### src/rtl/gates_pkg.sv
// Shared types and defaults for the gates_pipe boolean-result pipeline.
// Result fields are sized for the widest legal operand; narrower pipes use the low bits.
package gates_pkg;
    localparam int DEF_WIDTH = 4;
    localparam int DEF_CNT_W = 8;
    localparam int MAX_W     = 64;

    typedef struct packed {
        logic [MAX_W-1:0] y1;
        logic [MAX_W-1:0] y2;
        logic [MAX_W-1:0] y3;
        logic [MAX_W-1:0] y4;
        logic [MAX_W-1:0] y5;
        logic             all_zero;
    } gates_result_t;
endpackage

### src/rtl/gates_pipe_if.sv
// Operand/result handshake bundle for gates_pipe.
// The producer/consumer side uses the master modport, and the pipeline uses the slave modport.
interface gates_pipe_if
    import gates_pkg::*;
#(
    parameter int WIDTH = DEF_WIDTH,
    parameter int CNT_W = DEF_CNT_W
) ();
    logic             in_valid;
    logic             in_ready;
    logic [WIDTH-1:0] a;
    logic [WIDTH-1:0] b;
    logic             out_valid;
    logic             out_ready;
    logic [WIDTH-1:0] y1;
    logic [WIDTH-1:0] y2;
    logic [WIDTH-1:0] y3;
    logic [WIDTH-1:0] y4;
    logic [WIDTH-1:0] y5;
    logic             all_zero;
    logic [CNT_W-1:0] count;

    modport master (
        output in_valid, a, b, out_ready,
        input  in_ready, out_valid, y1, y2, y3, y4, y5, all_zero, count
    );

    modport slave (
        input  in_valid, a, b, out_ready,
        output in_ready, out_valid, y1, y2, y3, y4, y5, all_zero, count
    );
endinterface

### src/rtl/gates_stage.sv
// One valid/ready register slice.
// The slice can accept new data whenever it is empty or is being drained on the same edge.
module gates_stage
    import gates_pkg::*;
#(
    parameter int DATA_W = 2 * DEF_WIDTH
) (
    input  logic              clk,
    input  logic              reset,
    input  logic              in_valid,
    output logic              in_ready,
    input  logic [DATA_W-1:0] in_data,
    output logic              out_valid,
    input  logic              out_ready,
    output logic [DATA_W-1:0] out_data
);
    assign in_ready = !out_valid || out_ready;

    // Data only moves on a real transfer, so an empty or stalled slice keeps its last contents.
    always_ff @(posedge clk) begin
        if (reset) begin
            out_valid <= 1'b0;
            out_data  <= '0;
        end else if (in_ready) begin
            out_valid <= in_valid;
            if (in_valid) begin
                out_data <= in_data;
            end
        end
    end
endmodule

### src/rtl/gates_pipe.sv
// Two-stage pipeline: S1 registers a/b, and S2 registers AND/OR/XOR/NAND/NOR plus the all-zero flag.
// It also counts completed output handshakes with a saturating counter.
module gates_pipe
    import gates_pkg::*;
#(
    parameter int WIDTH = DEF_WIDTH,
    parameter int CNT_W = DEF_CNT_W
) (
    input  logic         clk,
    input  logic         reset,
    gates_pipe_if.slave  bus
);
    logic               s1_valid;
    logic               s2_ready;
    logic [2*WIDTH-1:0] s1_q;
    logic [WIDTH-1:0]   s1_a;
    logic [WIDTH-1:0]   s1_b;
    logic [WIDTH-1:0]   and_ab;
    logic [WIDTH-1:0]   or_ab;
    gates_result_t      res;
    gates_result_t      s2_q;
    logic [CNT_W-1:0]   count_q;
    logic               s2_unused;

    gates_stage #(.DATA_W(2*WIDTH)) u_s1 (
        .clk      (clk),
        .reset    (reset),
        .in_valid (bus.in_valid),
        .in_ready (bus.in_ready),
        .in_data  ({bus.a, bus.b}),
        .out_valid(s1_valid),
        .out_ready(s2_ready),
        .out_data (s1_q)
    );

    assign {s1_a, s1_b} = s1_q;
    assign and_ab = s1_a & s1_b;
    assign or_ab  = s1_a | s1_b;

    // Boolean results are formed between the stages; unused upper field bits stay zero.
    always_comb begin
        res                 = '0;
        res.y1[WIDTH-1:0]   = and_ab;
        res.y2[WIDTH-1:0]   = or_ab;
        res.y3[WIDTH-1:0]   = s1_a ^ s1_b;
        res.y4[WIDTH-1:0]   = ~and_ab;
        res.y5[WIDTH-1:0]   = ~or_ab;
        res.all_zero        = ~|and_ab;
    end

    gates_stage #(.DATA_W($bits(gates_result_t))) u_s2 (
        .clk      (clk),
        .reset    (reset),
        .in_valid (s1_valid),
        .in_ready (s2_ready),
        .in_data  (res),
        .out_valid(bus.out_valid),
        .out_ready(bus.out_ready),
        .out_data (s2_q)
    );

    assign bus.y1       = s2_q.y1[WIDTH-1:0];
    assign bus.y2       = s2_q.y2[WIDTH-1:0];
    assign bus.y3       = s2_q.y3[WIDTH-1:0];
    assign bus.y4       = s2_q.y4[WIDTH-1:0];
    assign bus.y5       = s2_q.y5[WIDTH-1:0];
    assign bus.all_zero = s2_q.all_zero;
    assign s2_unused    = ^s2_q;

    // The counter holds at all-ones instead of wrapping.
    always_ff @(posedge clk) begin
        if (reset) begin
            count_q <= '0;
        end else if (bus.out_valid && bus.out_ready && (count_q != {CNT_W{1'b1}})) begin
            count_q <= count_q + 1'b1;
        end
    end

    assign bus.count = count_q;
endmodule

### src/flat_wrapper.sv
// flat-port wrapper written by rule: the top's interface ports become plain ports
module gates_pipe_flat import gates_pkg::*;
#(
    parameter int WIDTH = DEF_WIDTH,
    parameter int CNT_W = DEF_CNT_W
)
  (clk, reset, bus_in_valid, bus_a, bus_b, bus_out_ready, bus_in_ready, bus_out_valid, bus_y1, bus_y2, bus_y3, bus_y4, bus_y5, bus_all_zero, bus_count);
  gates_pipe_if #(.WIDTH(WIDTH), .CNT_W(CNT_W)) bus_i ();
  input  logic clk;
  input  logic reset;
  input wire logic [$bits(bus_i.in_valid)-1:0] bus_in_valid;
  input wire logic [$bits(bus_i.a)-1:0] bus_a;
  input wire logic [$bits(bus_i.b)-1:0] bus_b;
  input wire logic [$bits(bus_i.out_ready)-1:0] bus_out_ready;
  output wire logic [$bits(bus_i.in_ready)-1:0] bus_in_ready;
  output wire logic [$bits(bus_i.out_valid)-1:0] bus_out_valid;
  output wire logic [$bits(bus_i.y1)-1:0] bus_y1;
  output wire logic [$bits(bus_i.y2)-1:0] bus_y2;
  output wire logic [$bits(bus_i.y3)-1:0] bus_y3;
  output wire logic [$bits(bus_i.y4)-1:0] bus_y4;
  output wire logic [$bits(bus_i.y5)-1:0] bus_y5;
  output wire logic [$bits(bus_i.all_zero)-1:0] bus_all_zero;
  output wire logic [$bits(bus_i.count)-1:0] bus_count;
  assign bus_i.in_valid = bus_in_valid;
  assign bus_i.a = bus_a;
  assign bus_i.b = bus_b;
  assign bus_i.out_ready = bus_out_ready;
  assign bus_in_ready = bus_i.in_ready;
  assign bus_out_valid = bus_i.out_valid;
  assign bus_y1 = bus_i.y1;
  assign bus_y2 = bus_i.y2;
  assign bus_y3 = bus_i.y3;
  assign bus_y4 = bus_i.y4;
  assign bus_y5 = bus_i.y5;
  assign bus_all_zero = bus_i.all_zero;
  assign bus_count = bus_i.count;
  gates_pipe #(.WIDTH(WIDTH), .CNT_W(CNT_W)) u_core (.clk(clk), .reset(reset), .bus(bus_i));
endmodule
### config.mk
export PLATFORM = sky130hd
export DESIGN_NAME = gates_pipe_flat
export DESIGN_NICKNAME = d
export VERILOG_FILES = /design/src/rtl/gates_pkg.sv /design/src/rtl/gates_pipe_if.sv /design/src/rtl/gates_stage.sv /design/src/rtl/gates_pipe.sv /design/src/flat_wrapper.sv
export SDC_FILE = /design/constraint.sdc
export NUM_CORES = 1
export LEC_CHECK = 0
export CAP_MARGIN = 20
export CORE_MARGIN = 2
export CORE_UTILIZATION = 40
export CTS_CLUSTER_DIAMETER = 50
export DETAILED_ROUTE_END_ITERATION = 10
export PLACE_DENSITY = 0.68
export SETUP_SLACK_MARGIN = 0.5
export SYNTH_ARGS = -nofsm -noshare
export SYNTH_HDL_FRONTEND = slang
export SYNTH_SLANG_ARGS = --single-unit
### constraint.sdc
create_clock -name clk -period 1.9 [get_ports clk]
set_clock_uncertainty 0.05 [all_clocks]
set_input_delay 0.38 -clock clk [delete_from_list [all_inputs] [get_ports clk]]
set_output_delay 0.38 -clock clk [all_outputs]
set_load 0.03 [all_outputs]
==> out/qor.tcl <==
set qor(proportion_of_synthesized_flip_flops_having_asynchronous_set_or_reset_pct) 0
set qor(die_width_um) 68.0
set qor(netlist_instances) 195
set qor(timing.critical_path.fanout_max) 4
set qor(die_area_um2) 4630
set qor(timing.final.crit_share_pct) 74.8
set qor(finalWirelength_mm) 3.43
set qor(synthToLayoutAreaGrowth_pct) 40.8
set qor(critPathMaxStageDelay_ps) 360
set qor(max-vdd-ir-drop_mv) 0.415
set qor(maximum_clock_path_buffer_count) 2
set qor(share_of_post_route_cells_with_drive_strength_above_1_pct) 28.1
set qor(maxClockFrequency_mhz) 704
set qor(cts.sinks) 39
set qor(final_antenna_net_count) 0
set qor(timing_max_transition_violations_final) 0
set qor(holdPathStages) 4
set qor(yosys_register_bits) 39
set qor(worst_ep_arrival_time_ps) 990
set qor(preCtsSetupSlack_ps) 81.5
set qor(num_vias) 1436
set qor(finalSetupViolCount) 0
set qor(fin_setup_tns_ps) 0
set qor(finalWorstPathRequiredPeriod_ps) 1420
set qor(sequential_area_share_after_synthesis_pct) 47.6
set qor(placementRows) 23
set qor(cp_data_required_time_ps) 1470
set qor(total_switching_power_mw) 0.448
set qor(clkLatencyLatePin_ps) 290
set qor(clock_tree.root_cell) {sky130_fd_sc_hd__clkbuf_8}
set qor(yosys.cell_types.count) 34
set qor(crit_path_start) {u_core.u_s2.out_valid$_SDFFE_PP0P_}
set qor(firstDrtPassIters) 4
set qor(critical_path.cell_chain) {nand3b_1 > buf_6}
set qor(timing.hold.worst.class) {in -> reg}
set qor(wire_per_inst_um) 11.5
set qor(num-nets-final) 269
set qor(syn_avg_cell_area_um2) 8.41
set qor(p_per_area_nw_per_um2) 719
set qor(fin_ws_ps) 479
set qor(synth_edf_count) 0
set qor(grt_max_degree) 40
set qor(synthesis.yosys.warnings) 0
set qor(synth.largest_area_cell) {sky130_fd_sc_hd__dfxtp_1}
set qor(worst_setup_path_start_kind) {flip-flop}
set qor(p_int_mw) 1.21
set qor(portBuffers) 42
set qor(grt_remaining_overflow) 0
set qor(grt_pass1_vias) 1234
set qor(worst_hold_slack_ps) 399
set qor(run_status) {complete, no violations}
set qor(final.fill_count) 366
set qor(fp.coreArea_um2) 3970
set qor(p_leak_nw) 0.900
set qor(min_delay_worst_endpoint) {u_core.u_s2.out_valid$_SDFFE_PP0P_}
set qor(synth.area.top_cells) {sky130_fd_sc_hd__dfxtp_1 (48%), sky130_fd_sc_hd__nand2_1 (9.6%), sky130_fd_sc_hd__a21oi_1 (8.9%)}
set qor(share_comb_of_total_power_pct) 14.7
set qor(dr.first_iter.drc_count) 68
set qor(diodes_inserted) 0
set qor(r2r_setup_slack_ps) 540
set qor(netlist_area_um2) 1640
set qor(critical_path.reg2reg.startpoint) {u_core.bus.count[1]$_SDFFE_PP0P_}
set qor(synth.cells.most_frequent) {sky130_fd_sc_hd__nand2_1 (42), sky130_fd_sc_hd__dfxtp_1 (39), sky130_fd_sc_hd__a21oi_1 (29)}
set qor(finalWeightedCongestion) 0.728
set qor(initial_utilization_pct) 41.3
set qor(crit_slowest_cell) {sky130_fd_sc_hd__dfxtp_4}
set qor(synth.most_common_cell) {sky130_fd_sc_hd__nand2_1}
set qor(total_track_usage_pct) 15.8
set qor(io_pins) 43
set qor(sequentialPowerShare_pct) 52.6
set qor(crit-reg2reg-capture) {u_core.bus.count[1]$_SDFFE_PP0P_}
set qor(synth_top_area_share_pct) 47.6
set qor(detailedPlacementHpwl_mm) 2.34
set qor(synthFlopType) {sky130_fd_sc_hd__dfxtp_1}
set qor(number_of_maximum_capacitance_violations) 0
set qor(timing.setup.critical_path_class) {reg -> out}
set qor(synth_fp_nets) 216
set qor(maximum_level_of_the_cts_h_tree) 2
set qor(crit_path_end_kind) {primary output}
set qor(first_pass_grt_wire_length_mm) 5.53
set qor(drc_errors) 0
set qor(die_h_um) 68.0
set qor(cts_tree) {yes}
set qor(grt_antenna_before_repair) 0
set qor(worst_hold_startpoint) {bus_out_ready}
set qor(power_switching_share_pct) 27.0
set qor(hold_viol) 0
set qor(timing_worst_slew_pin_value_ps) 349
set qor(unrepaired_setup_endpoints_after_global_routing) {true}
set qor(slew_headroom_pct) 76.6
set qor(viasPerCell) 4.80
set qor(path_clk_slew_ps) 80
set qor(reg2regPathDepth) 5
set qor(clockPowerShare_pct) 32.7
set qor(numCtsBuffers) 5
## per-stage QoR
stage,util [%],total power [mW],std cells,area (um2)
2_1_floorplan,-,1.04,195,1660
3_3_place_gp,54.8,1.14,285,2180
3_5_place_dp,54.8,1.15,285,2180
4_1_cts,57.7,1.68,294,2290
5_1_grt,58.1,1.73,299,2310
6_report,58.1,1.66,299,2310
## state kept, by name, indices dropped and copies added, names as in the netlist
register               count
u_core.u_s1.out_valid      1
u_core.u_s1.out_data       8
u_core.bus.count           8
u_core.u_s2.out_valid      1
u_core.u_s2.out_data      21
## kinds of logic after synthesis
| family | count (synthesis) | share of synthesized area (%) |
|---|---|---|
| flip-flops | 39 | 47.6 |
| multiplexers | 2 | 1.22 |
| buffers and inverters | 20 | 6.03 |
| AO/OA/AOI/OAI | 39 | 13.8 |
| adder cells (fa/ha/maj) | 9 | 6.87 |
| AND/OR/NAND/NOR | 84 | 23.4 |
| XOR/XNOR | 2 | 1.07 |
## power groups by stage
stage               registers (mW)  clock network (mW)  logic, mW
finish                       0.872               0.543      0.245
detailed placement           0.895                   0      0.252
floorplan                    0.942                   0     0.0970
global route                 0.878               0.581      0.271
CTS                          0.873               0.554      0.247
global placement             0.894                   0      0.250
## worst max path at each step
stage / to / slack (ps)
after floorplan: u_core.bus.count[5]$_SDFFE_PP0P_ / 420
after detailed placement: u_core.u_s2.out_data[195]$_SDFFE_PP0P_ / 80
after global routing: bus_in_ready / 440
final: bus_in_ready / 480
after CTS: bus_in_ready / 450
after global placement: u_core.u_s2.out_data[195]$_SDFFE_PP0P_ / 100
## cell type report
type	instances	area (um2)	share of cell area (%)
Clock inverter	2	12.5	0.542
Clock buffer	6	72.6	3.15
Tap cell	50	62.6	2.71
Multi-Input combinational cell	136	792	34.3
Sequential cell	39	802	34.8
Timing Repair Buffer	56	528	22.9
Inverter	10	37.5	1.63
## layer usage
| metal | routed length (um) | track usage, % | vias up |
|---|---|---|---|
| li1 | - | - | 759 |
| met1 | 1610 | 21.0 | 641 |
| met2 | 1590 | 23.7 | 28 |
| met3 | 165 | 4.28 | 8 |
| met4 | 57 | 7.25 | 0 |
| met5 | 0 | 0 | - |
## placed cells by master, fill, tap and decap left out, drive strengths merged, types with 2 or more instances in the layout
cell           Yosys  layout
clkdlybuf4s15      0      19
nand4              3       3
a211oi             6       6
nor3               2       2
dfxtp             39      39
nor2              13      13
inv               10      10
a21oi             29      29
nand2             42      42
clkdlybuf4s50      0      10
clkbuf             5       6
mux2i              2       2
nand3             11      11
ha                 9       9
buf                5      27
nand2b             5       5
## what timing repair did
item / CTS / global route
buffers inserted: 1 / 5
pin swaps: 2 / 9
endpoints found under the hold margin: 0 / 0
resized for setup: 112 / 13
setup endpoints to repair: 65 / 11
hold buffers: 0 / 0
## worst max-delay path: cells and delay by family, from the launching register on
| family | cells | cell delay [ps] |
|---|---|---|
| flip-flops | 1 | 360 |
| AND/OR/NAND/NOR | 1 | 150 |
| buffers and inverters | 1 | 180 |
No activity file was read; power rests on OpenSTA's default activity.
